### config.mk
export PLATFORM = sky130hd
export DESIGN_NAME = jtopl_csr_rd
export DESIGN_NICKNAME = d
export VERILOG_FILES = /design/src/rtl/jtopl_pkg.sv /design/src/rtl/jtopl_opaddr.sv /design/src/rtl/jtopl_csr_rd.sv
export SDC_FILE = /design/constraint.sdc
export NUM_CORES = 1
export LEC_CHECK = 0
export CAP_MARGIN = 30
export CORE_AREA = 2 2 81 60
export CTS_CLUSTER_DIAMETER = 50
export DETAILED_ROUTE_END_ITERATION = 8
export DIE_AREA = 0 0 83 62
export GPL_TIMING_DRIVEN = 0
export PLACE_DENSITY = 0.95
export REMOVE_ABC_BUFFERS = 1
export SLEW_MARGIN = 20
export SYNTH_ARGS = -nofsm -noshare
export SYNTH_HDL_FRONTEND = slang
export SYNTH_HIERARCHICAL = 1
export SYNTH_SLANG_ARGS = --single-unit
export TNS_END_PERCENT = 100
### constraint.sdc
create_clock -name i_clk -period 3.7 [get_ports i_clk]
set_input_delay 0.74 -clock i_clk [delete_from_list [all_inputs] [get_ports i_clk]]
set_output_delay 0.74 -clock i_clk [all_outputs]
set_load 0.005 [all_outputs]
### src/rtl/jtopl_pkg.sv
// Shared definitions for the operator register ring: register group codes,
// readback FSM states and the error byte returned on a failed read.
package jtopl_pkg;

    localparam logic [2:0] GRP_MULT  = 3'd1;
    localparam logic [2:0] GRP_KSLTL = 3'd2;
    localparam logic [2:0] GRP_ARDR  = 3'd3;
    localparam logic [2:0] GRP_SLRR  = 3'd4;
    localparam logic [2:0] GRP_WAV   = 3'd7;

    localparam logic [7:0] ERR_DATA  = 8'hFF;

    typedef enum logic [1:0] {
        ST_IDLE,
        ST_CHK,
        ST_WAIT,
        ST_DONE
    } rd_state_e;

    function automatic logic grp_known(input logic [2:0] grp);
        logic known;
        case (grp)
            GRP_MULT, GRP_KSLTL, GRP_ARDR, GRP_SLRR, GRP_WAV: known = 1'b1;
            default:                                          known = 1'b0;
        endcase
        return known;
    endfunction

endpackage

### src/rtl/jtopl_opaddr.sv
// Maps the low five bits of an operator register address to a ring slot.
// Each 8-address row holds 6 operators; offsets 6/7 of a row and 0x16+ are holes.
module jtopl_opaddr (
    input  logic [4:0] i_off,
    output logic       o_valid,
    output logic [4:0] o_op
);

    logic [4:0] w_row_base;

    assign w_row_base = {1'b0, i_off[4:3], 2'b00} + {2'b00, i_off[4:3], 1'b0};
    assign o_valid    = (i_off < 5'h16) && (i_off[2:0] < 3'd6);
    assign o_op       = w_row_base + {2'b00, i_off[2:0]};

endmodule

### src/rtl/jtopl_csr_rd.sv
// CPU readback of one byte of an operator's register word, taken from the ring
// output when the addressed operator's slot comes round. Passive tap on the ring.
module jtopl_csr_rd
    import jtopl_pkg::*;
#(
    parameter int LEN  = 18,
    parameter int W    = 34,
    parameter int TOUT = 2 * LEN
) (
    input  logic         i_clk,
    input  logic         i_rst_n,
    input  logic         i_cen,
    input  logic [W-1:0] i_shift_out,
    input  logic [4:0]   i_slot,
    input  logic         i_rd_req,
    input  logic [7:0]   i_rd_addr,
    output logic         o_busy,
    output logic         o_rd_valid,
    output logic [7:0]   o_rd_data,
    output logic         o_rd_err
);

    localparam int CW = $clog2(TOUT);

    rd_state_e   r_state;
    rd_state_e   w_state_nxt;
    logic [2:0]  r_grp;
    logic [4:0]  r_op;
    logic        r_bad;
    logic [CW-1:0] r_cnt;
    logic [CW-1:0] w_cnt_nxt;
    logic [7:0]  r_res_data;
    logic [7:0]  w_res_data_nxt;
    logic        r_res_err;
    logic        w_res_err_nxt;
    logic        w_latch;
    logic        r_rd_valid;
    logic [7:0]  r_rd_data;
    logic        r_rd_err;

    logic        w_off_ok;
    logic [4:0]  w_op;
    logic        w_bad;
    logic [1:0]  w_wav;
    logic [7:0]  w_field;

    jtopl_opaddr u_opaddr (
        .i_off   (i_rd_addr[4:0]),
        .o_valid (w_off_ok),
        .o_op    (w_op)
    );

    assign w_bad = !w_off_ok || !grp_known(i_rd_addr[7:5]) || (int'(w_op) >= LEN);

    // Narrow rings carry no waveform field; those reads return zero.
    if (W >= 34) begin : g_wav
        assign w_wav = i_shift_out[33:32];
    end else begin : g_nowav
        assign w_wav = 2'b00;
    end

    always_comb begin
        w_field = 8'h00;
        case (r_grp)
            GRP_MULT:  w_field = i_shift_out[31:24];
            GRP_KSLTL: w_field = i_shift_out[23:16];
            GRP_ARDR:  w_field = i_shift_out[15:8];
            GRP_SLRR:  w_field = i_shift_out[7:0];
            GRP_WAV:   w_field = {6'b000000, w_wav};
            default:   w_field = 8'h00;
        endcase
    end

    always_comb begin
        w_state_nxt    = r_state;
        w_cnt_nxt      = r_cnt;
        w_res_data_nxt = r_res_data;
        w_res_err_nxt  = r_res_err;
        w_latch        = 1'b0;
        case (r_state)
            ST_IDLE: begin
                if (i_rd_req) begin
                    w_latch     = 1'b1;
                    w_state_nxt = ST_CHK;
                end
            end
            ST_CHK: begin
                if (r_bad) begin
                    w_res_data_nxt = ERR_DATA;
                    w_res_err_nxt  = 1'b1;
                    w_state_nxt    = ST_DONE;
                end else begin
                    w_cnt_nxt   = '0;
                    w_state_nxt = ST_WAIT;
                end
            end
            ST_WAIT: begin
                // Only ring advances count as chances to see the operator.
                if (i_cen) begin
                    if (i_slot == r_op) begin
                        w_res_data_nxt = w_field;
                        w_res_err_nxt  = 1'b0;
                        w_state_nxt    = ST_DONE;
                    end else if (r_cnt == CW'(TOUT - 1)) begin
                        w_res_data_nxt = ERR_DATA;
                        w_res_err_nxt  = 1'b1;
                        w_state_nxt    = ST_DONE;
                    end else begin
                        w_cnt_nxt = r_cnt + 1'b1;
                    end
                end
            end
            ST_DONE: w_state_nxt = ST_IDLE;
            default: w_state_nxt = ST_IDLE;
        endcase
    end

    always_ff @(posedge i_clk or negedge i_rst_n) begin
        if (!i_rst_n) begin
            r_state    <= ST_IDLE;
            r_grp      <= 3'd0;
            r_op       <= 5'd0;
            r_bad      <= 1'b0;
            r_cnt      <= '0;
            r_res_data <= 8'h00;
            r_res_err  <= 1'b0;
            r_rd_valid <= 1'b0;
            r_rd_data  <= 8'h00;
            r_rd_err   <= 1'b0;
        end else begin
            r_state    <= w_state_nxt;
            r_cnt      <= w_cnt_nxt;
            r_res_data <= w_res_data_nxt;
            r_res_err  <= w_res_err_nxt;
            if (w_latch) begin
                r_grp <= i_rd_addr[7:5];
                r_op  <= w_op;
                r_bad <= w_bad;
            end
            // Result is published on the DONE->IDLE edge, so rd_data only moves with rd_valid.
            r_rd_valid <= (r_state == ST_DONE);
            if (r_state == ST_DONE) begin
                r_rd_data <= r_res_data;
                r_rd_err  <= r_res_err;
            end
        end
    end

    assign o_busy     = (r_state != ST_IDLE);
    assign o_rd_valid = r_rd_valid;
    assign o_rd_data  = r_rd_data;
    assign o_rd_err   = r_rd_err;

endmodule
==> results_dict.tcl, run 1 <==
set metrics [dict create \
    p_leak_nw 1.12 \
    synthesis.instances 209 \
    grt_pass1_wl_microns 8180 \
    dieArea_sq_um 5150 \
    synth-seq-cells 36 \
    gr-total-overflow 0 \
    worstMarginPinSlew_ns 0.543 \
    yosysTopAreaCell "dfrtp_1" \
    cts-root-buf "clkbuf_8" \
    cts_max_level 2 \
    synthTopCellsByArea "dfrtp_1 41%, mux2_2 15%, ha_1 4.6%" \
    slew_headroom 0.637 \
    stdcell_area_sq_um 2930 \
    dr.pass1.iters 4 \
    clk_pin_slew_worst_paths_ns 0.08 \
    wl_microns 5060 \
    hold_class "in -> async" \
    synth.most_common_cell "dfrtp_1" \
    ant_nets 0 \
    holdBufCountCts 0 \
    synthXorXnorAreaFrac 0.0240 \
    arrival_ns 3.16 \
    power.density_nw_per_um2 629 \
    num_rows 21 \
    slew_viol_final 0 \
    finalNetCount 328 \
    ir_drop_v 0.000465 \
    io-pin-count 62 \
    synth_top_flop_cell "dfrtp_1" \
    drive_gt1_frac 0.172 \
    clock_latency_ns 0.29 \
    syn_area_per_cell_sq_um 10.5 \
    cts_tree "yes" \
    synth_fa_ha_area_frac 0.0640 \
    drc 0 \
    initial_core_util 0.488 \
    status "complete, no violations" \
    synth_edf_count 0 \
    finalSetupViolCount 0 \
    antenna_cells 0 \
    required_ns 3.86 \
    synthDistinctLibCells 44 \
    synth_simple_gate_area_frac 0.129 \
    vias_per_cell 5.54 \
    finalHoldViolCount 0 \
    cts_resized 0 \
    gp_congestion 0.854 \
    via_count 1799 \
    fmax_ghz 0.334 \
    setup.worst_path.end_class "register" \
    path_max_fanout 3 \
    fin_skew_ns 0.00420 \
    finalCritPeriodShare 0.809 \
    port_buffers 61 \
    syn_area_sq_um 2190 \
    post_cts_buffers 0 \
    die_width_microns 83 \
    wire_per_inst_microns 15.6 \
    syn_to_final_growth_pct 33.9 \
    grt_pass1_vias 1725 \
    place_hpwl_microns 3900 \
    path_class "in -> reg" \
    core_area_sq_um 4490 \
    clock_sinks 36 \
    synth.area.mux_share 0.177 \
    drv_cap 0 \
    rsz0062_at_grt "false" \
    finalCriticalPeriod_ns 2.99 \
    ys_warn_count 6 \
    async_flop_share 1.00 \
    startpoint_type "primary input" \
    die_y_microns 62 \
    ctsLongestPathBuffers 2 \
    synth_top_family_by_area "multiplexers" \
    placed_cell_area_sq_um 2850 \
    cts_buffers 5 \
    ys_seq_area_frac 0.411 \
    synth_compound_area_frac 0.152 \
    antenna_found_initial 0 \
    total_power_mw 1.85 \
    synth_common_cells "36 x dfrtp_1, 30 x mux2_2, 15 x nor2_1" \
    fin_setup_tns_ns 0 \
    drt_iter0_markers 111 \
    grt_usage 0.204 \
    synth_top_area_frac 0.411 \
    grt_max_degree 21 \
]
layout make-up:
type,count,area (sq um)
well taps,57,71.3
flip-flops and latches,36,901
fillers,314,1560
repair buffers,62,633
clock inverters,3,18.8
multi-input cells,150,1200
clock buffers,5,68.8
inverters,12,45.0
cell usage in the layout, fill, tap and decap left out, drive strengths merged, types with 2 or more instances in the layout:
cell,netlist,final
nand4,4,4
fa,2,2
nor3,4,4
inv,12,12
nand3b,2,2
and2,2,2
a211oi,2,2
a22oi,7,7
nand2,13,13
o211ai,3,3
dfrtp,36,36
nor2b,2,2
o21ai,12,12
clkinv,0,3
nor2,15,15
mux2,30,30
xor2,4,4
xnor2,2,2
nand3,6,6
buf,4,2
a21oi,6,6
ha,8,8
clkdlybuf4s50,0,60
a31oi,2,2
mux2i,5,5
clkbuf,7,5
a211o,7,7
path summary, 6_finish.rpt:
kind	start	to	slack, ns	cells past startpoint
min in group i_clk	o_rd_err	o_rd_err	0.51	1
min reg2reg	o_rd_err	o_rd_err	0.51	1
min	i_rst_n	o_rd_data[1]	0.38	1
max in group asynchronous	i_rst_n	o_rd_data[6]	2.88	2
max reg2reg	r_state[0]	r_res_data[3]	1.28	7
max	i_rd_addr[3]	r_bad	0.71	12
kinds of logic (layout without fill, tap and decap cells):
group                    after synthesis  count (layout)
XOR/XNOR                               6               6
multiplexers                          35              35
AND/OR/NAND/NOR                       52              52
adder cells (fa/ha/maj)               10              10
AO/OA/AOI/OAI                         47              47
buffers and inverters                 23              82
flip-flops                            36              36
metrics by stage:
step / hold slack, ns / cells / utilization / setup slack [ns]
finish: 0.381 / 325 / 0.653 / 0.708
global route: 0.406 / 325 / 0.653 / 0.585
CTS: 0.382 / 325 / 0.653 / 0.705
detailed placement: 0.494 / 317 / 0.634 / 0.409
global placement: 0.472 / 316 / 0.629 / 0.466
floorplan: 0.444 / 198 / - / 1.06
registers in the layout, indices dropped and copies added, names as in the netlist:
name	flops
o_rd_data	8
r_res_data	8
r_cnt	6
r_op	5
r_grp	3
r_state	2
o_rd_err	1
o_rd_valid	1
r_bad	1
r_res_err	1
metal layers:
layer  global-route usage  routed length, microns  vias to the layer above
met5                    0                       0                        -
met4               0.0749                      65                        0
met3               0.0449                     275                        7
met2                0.349                    2470                       57
met1                0.263                    2250                      861
li1                     -                       -                      874
power by group:
| group | internal [mW] | total, mW | leakage (nW) | switching (mW) |
|---|---|---|---|---|
| clock | 0.131 | 0.278 | 0.0479 | 0.147 |
| sequential | 0.542 | 0.708 | 0.389 | 0.166 |
| combinational | 0.457 | 0.860 | 0.678 | 0.404 |
critical path, stage by stage:
cell and delay [ns]:
clkdlybuf4s50_1 0.52, inv_1 0.07, fa_1 0.44, inv_1 0.07
ha_1 0.14, inv_1 0.05, fa_1 0.48, inv_1 0.05
o31a_1 0.24, a21oi_1 0.12, o311a_1 0.17, o21ai_0 0.06
(Power assumes the default switching activity.)
==> run 2: changes to the inputs <==
CORE_AREA = 2 2 84 62   (was 2 2 81 60)
DIE_AREA = 0 0 86 64   (was 0 0 83 62)
PLACE_DENSITY = 0.91   (was 0.95)
clock period = 2.95 ns   (was 3.7 ns; I/O delays follow)
==> run 2 against run 1 <==
Core utilization down 1.2 points. Sequential power rose by 25%. Via count rose by 1.6%. Die area grew 7.0%. Global-route usage shrank 0.85 points. Non-clock buffer count unchanged. Total power up 32%. Combinational power increased by 26%. Critical path depth stayed put. Largest cell class unchanged.
==> results_dict.tcl, run 2 (synthesis gave the netlist of run 1 again) <==
set metrics [dict create \
    die_y_microns 64 \
    drive_gt1_frac 0.175 \
    holdBufCountCts 0 \
    drc 0 \
    finalNetCount 328 \
    startpoint "i_rd_addr[3]" \
    cts_resized 0 \
    io-pin-count 62 \
    grt_max_degree 20 \
    path_cells "dlymetal6s2s_1, inv_1, fa_1, inv_1, ha_1, inv_1, fa_1, inv_1, o31a_1, a21oi_1, o311a_1, o21ai_0" \
    place_hpwl_microns 3740 \
    dieArea_sq_um 5500 \
    hold_class "in -> async" \
    total_power_mw 2.44 \
    final_common_cell "clkdlybuf4s50_1" \
    initial_core_util 0.471 \
    clk_pin_slew_worst_paths_ns 0.07 \
    wire_per_inst_microns 15.8 \
    post_cts_buffers 0 \
    worstMarginPinSlew_ns 0.609 \
    gp_congestion 0.802 \
    fin_skew_ns 0.00370 \
    cpPeakStageDelay_ns 0.47 \
    core_area_sq_um 4650 \
    p_leak_nw 1.16 \
    slowest_stage "fa_1" \
    port_buffers 61 \
    antenna_found_initial 0 \
    cts-root-buf "clkbuf_8" \
    r2r_start "r_state[0]" \
    fin_util 0.641 \
    wl_microns 5130 \
    drv_cap 0 \
    grt_pass1_wl_microns 8310 \
    startpoint_type "primary input" \
    power.density_nw_per_um2 820 \
    critical_path.top_delay_family "adder cells" \
    ir_drop_v 0.000498 \
    finalCritPeriodShare 0.860 \
    die_width_microns 86 \
    arrival_ns 2.69 \
    finalSetupViolCount 0 \
    slew_viol_final 0 \
    cp_common_cell "inv_1" \
    m1WireLength_microns 2280 \
    dr.pass1.iters 5 \
    required_ns 3.11 \
    finalCriticalPeriod_ns 2.54 \
    path_max_fanout 3 \
    slew_headroom 0.593 \
    status "complete, no violations" \
    fmax_ghz 0.394 \
    gr-total-overflow 0 \
    rsz0062_at_grt "false" \
    cts_max_level 2 \
    highest_layer "met4" \
    clock_sinks 36 \
    drt_iter0_markers 85 \
    grt_usage 0.195 \
    ctsLongestPathBuffers 2 \
    ant_nets 0 \
    antenna_cells 0 \
    finalHoldViolCount 0 \
    vias_per_cell 5.62 \
    cts_buffers 5 \
    setup.worst_path.end_class "register" \
    syn_to_final_growth_pct 36.0 \
    route.met3.wl_microns 297 \
    route.met2.wl_microns 2470 \
    via_count 1828 \
    path_class "in -> reg" \
    grt_pass1_vias 1772 \
    cts_tree "yes" \
    num_rows 21 \
    final_cell_mix "57 x clkdlybuf4s50_1, 36 x dfrtp_1, 30 x mux2_2" \
    clock_latency_ns 0.29 \
    critPathBufInv 5 \
]
run 2: through the flow:
| step | TNS, ns | hold WS [ns] | setup slack (ns) | std cells | instance area [sq um] |
|---|---|---|---|---|---|
| after floorplan | 0 | 0.294 | 0.462 | 198 | 2140 |
| after global routing | 0 | 0.265 | 0.236 | 325 | 2980 |
| final | 0 | 0.241 | 0.413 | 325 | 2980 |
| after detailed placement | -0.235 | 0.490 | -0.235 | 317 | 2850 |
| after global placement | -0.127 | 0.475 | -0.127 | 316 | 2820 |
| after CTS | 0 | 0.243 | 0.0380 | 325 | 2970 |
run 2: path summary, 6_finish.rpt:
check,slack (ns),cells after the start,to
max,0.41,12,r_bad
min,0.24,1,r_op[1]
max reg2reg,0.47,7,r_res_data[2]
min reg2reg,0.50,1,o_rd_data[4]
max in group asynchronous,2.27,2,o_rd_data[1]
min in group i_clk,0.50,1,o_rd_data[4]
run 2: final cells by class:
cell class                      instances  area, sq um
Sequential cell                        36          901
Fill cell                             353         1670
Multi-Input combinational cell        150         1200
Inverter                               12         45.0
Timing Repair Buffer                   62          641
Clock inverter                          1         30.0
Clock buffer                            7         96.3
Tap cell                               57         71.3
run 2: metal layers:
metal | vias to the layer above | GRT usage
li1 | 874 | -
met1 | 884 | 0.253
met2 | 60 | 0.318
met3 | 10 | 0.0426
met4 | 0 | 0.0774
met5 | - | 0
run 2: worst reg2reg max path, delay by kind of cell (launching register included):
kind                     cells  cell delay, ns
AO/OA/AOI/OAI                1            0.27
adder cells (fa/ha/maj)      1            0.50
buffers and inverters        2            0.33
flip-flops                   1            0.42
multiplexers                 1            0.38
AND/OR/NAND/NOR              2            0.47
run 2: power by group:
part | internal, mW | leakage [nW] | switching (mW)
Clock | 0.298 | 0.0645 | 0.183
Sequential | 0.680 | 0.389 | 0.203
Combinational | 0.569 | 0.704 | 0.509
==> run 3: changes to the inputs <==
CORE_AREA = 4 4 86 64   (was 2 2 84 62)
DIE_AREA = 0 0 90 68   (was 0 0 86 64)
==> run 3 against run 2 <==
Total power decreased by 0.73%. Sequential share of layout area increased by 0.064 points. Largest cell class unchanged. Critical endpoint unchanged. Clock skew increased by 0.0035 ns.
==> results_dict.tcl, run 3 (synthesis gave the netlist of run 1 again) <==
set metrics [dict create \
    critPathBufInv 5 \
    gr-total-overflow 0 \
    io-pin-count 62 \
    cts_max_level 2 \
    holdBufCountCts 0 \
    slew_viol_final 0 \
    cp_common_cell "inv_1" \
    final_common_cell "clkdlybuf4s50_1" \
    p_leak_nw 1.15 \
    total_power_mw 2.42 \
    initial_core_util 0.471 \
    dieArea_sq_um 6120 \
    path_class "in -> reg" \
    finalCritPeriodShare 0.963 \
    clk_pin_slew_worst_paths_ns 0.07 \
    clock_latency_ns 0.29 \
    core_area_sq_um 4650 \
    dp_cells 317 \
    final_cell_mix "58 x clkdlybuf4s50_1, 36 x dfrtp_1, 30 x mux2_2" \
    grt_usage 0.165 \
    place_hpwl_microns 3890 \
    fin_setup_tns_ns 0 \
    worstMarginPinSlew_ns 0.536 \
    finalNetCount 328 \
    cts_buffers 5 \
    fmax_ghz 0.352 \
    slew_headroom 0.642 \
    finalSetupViolCount 0 \
    ctsLongestPathBuffers 2 \
    antenna_cells 0 \
    grt_pass1_wl_microns 8050 \
    startpoint_type "primary input" \
    grt_max_degree 29 \
    layout_setup_ws_ns 0.110 \
    dr.pass1.iters 4 \
    grt_pass1_vias 1772 \
    arrival_ns 3.00 \
    fillCellCount 361 \
    gp_congestion 0.883 \
    critical_path.top_delay_family "adder cells" \
    antenna_found_initial 0 \
    fin_skew_ns 0.00723 \
    drt_iter0_markers 156 \
    dp_slack_ns -0.206 \
    wire_per_inst_microns 15.5 \
    drive_gt1_frac 0.179 \
    required_ns 3.11 \
    syn_to_final_growth_pct 35.8 \
    num_rows 21 \
    finalHoldViolCount 0 \
    fin_cells 325 \
    die_y_microns 68 \
    vias_per_cell 5.58 \
    stdcell_area_sq_um 2970 \
    via_count 1815 \
    path_max_fanout 2 \
    drc 0 \
    die_width_microns 90 \
    clock_sinks 36 \
    status "complete, no violations" \
    ir_drop_v 0.000521 \
    wl_microns 5040 \
    setup.worst_path.end_class "register" \
    port_buffers 61 \
    path_cells "clkdlybuf4s50_1, inv_2, fa_1, inv_1, ha_1, inv_1, fa_1, inv_1, o31a_1, a21oi_2, o311a_1, o21ai_0" \
    cts-root-buf "clkbuf_8" \
    finalCriticalPeriod_ns 2.84 \
    hold_class "in -> async" \
    ant_nets 0 \
    slowest_stage "clkdlybuf4s50_1" \
    rsz0062_at_grt "false" \
    cts_tree "yes" \
    placed_cell_area_sq_um 2840 \
    cpPeakStageDelay_ns 0.51 \
    power.density_nw_per_um2 815 \
    drv_cap 0 \
]
## run 3: power by group
| group | total, mW | leakage [nW] | internal, mW | switching [mW] |
|---|---|---|---|---|
| clock | 0.473 | 0.0645 | 0.298 | 0.175 |
| combinational | 1.07 | 0.692 | 0.570 | 0.499 |
| sequential | 0.883 | 0.389 | 0.680 | 0.203 |
## run 3: final cells by class
type,instances,area [sq um],share of cell area
clock buffers,7,96.3,0.0324
clock inverters,1,30.0,0.0101
inverters,12,45.0,0.0151
multi-input cells,150,1200,0.403
flip-flops and latches,36,901,0.303
well taps,57,71.3,0.0240
repair buffers,62,631,0.212
## run 3: final timing paths
| check | startpoint | end | slack, ns | cells after the start |
|---|---|---|---|---|
| worst min-delay path | i_rst_n | r_cnt[1] | 0.15 | 1 |
| worst max-delay path | i_rd_addr[4] | r_bad | 0.11 | 12 |
| worst min register to register | r_res_err | r_res_err | 0.49 | 1 |
| max in group asynchronous | i_rst_n | r_res_data[4] | 2.40 | 2 |
| worst max register to register | r_state[0] | r_res_data[4] | 0.50 | 7 |
| min in group i_clk | r_res_err | r_res_err | 0.49 | 1 |
## run 3: stage by stage
step,hold WS [ns],util
after floorplan,0.294,-
after global routing,0.153,0.639
after global placement,0.475,0.607
after detailed placement,0.466,0.610
final,0.148,0.639
after CTS,0.154,0.638
## run 3: what timing repair did
item	4_1_cts	5_1_grt
buffers inserted	0	0
gates resized for setup	0	4
setup endpoints to repair	0	1
## run 3: per-layer routing
metal	up-vias	wire length [microns]	GRT usage
li1	872	-	-
met1	876	2310	0.206
met2	57	2360	0.275
met3	10	319	0.0473
met4	0	42	0.0630
met5	-	0	0
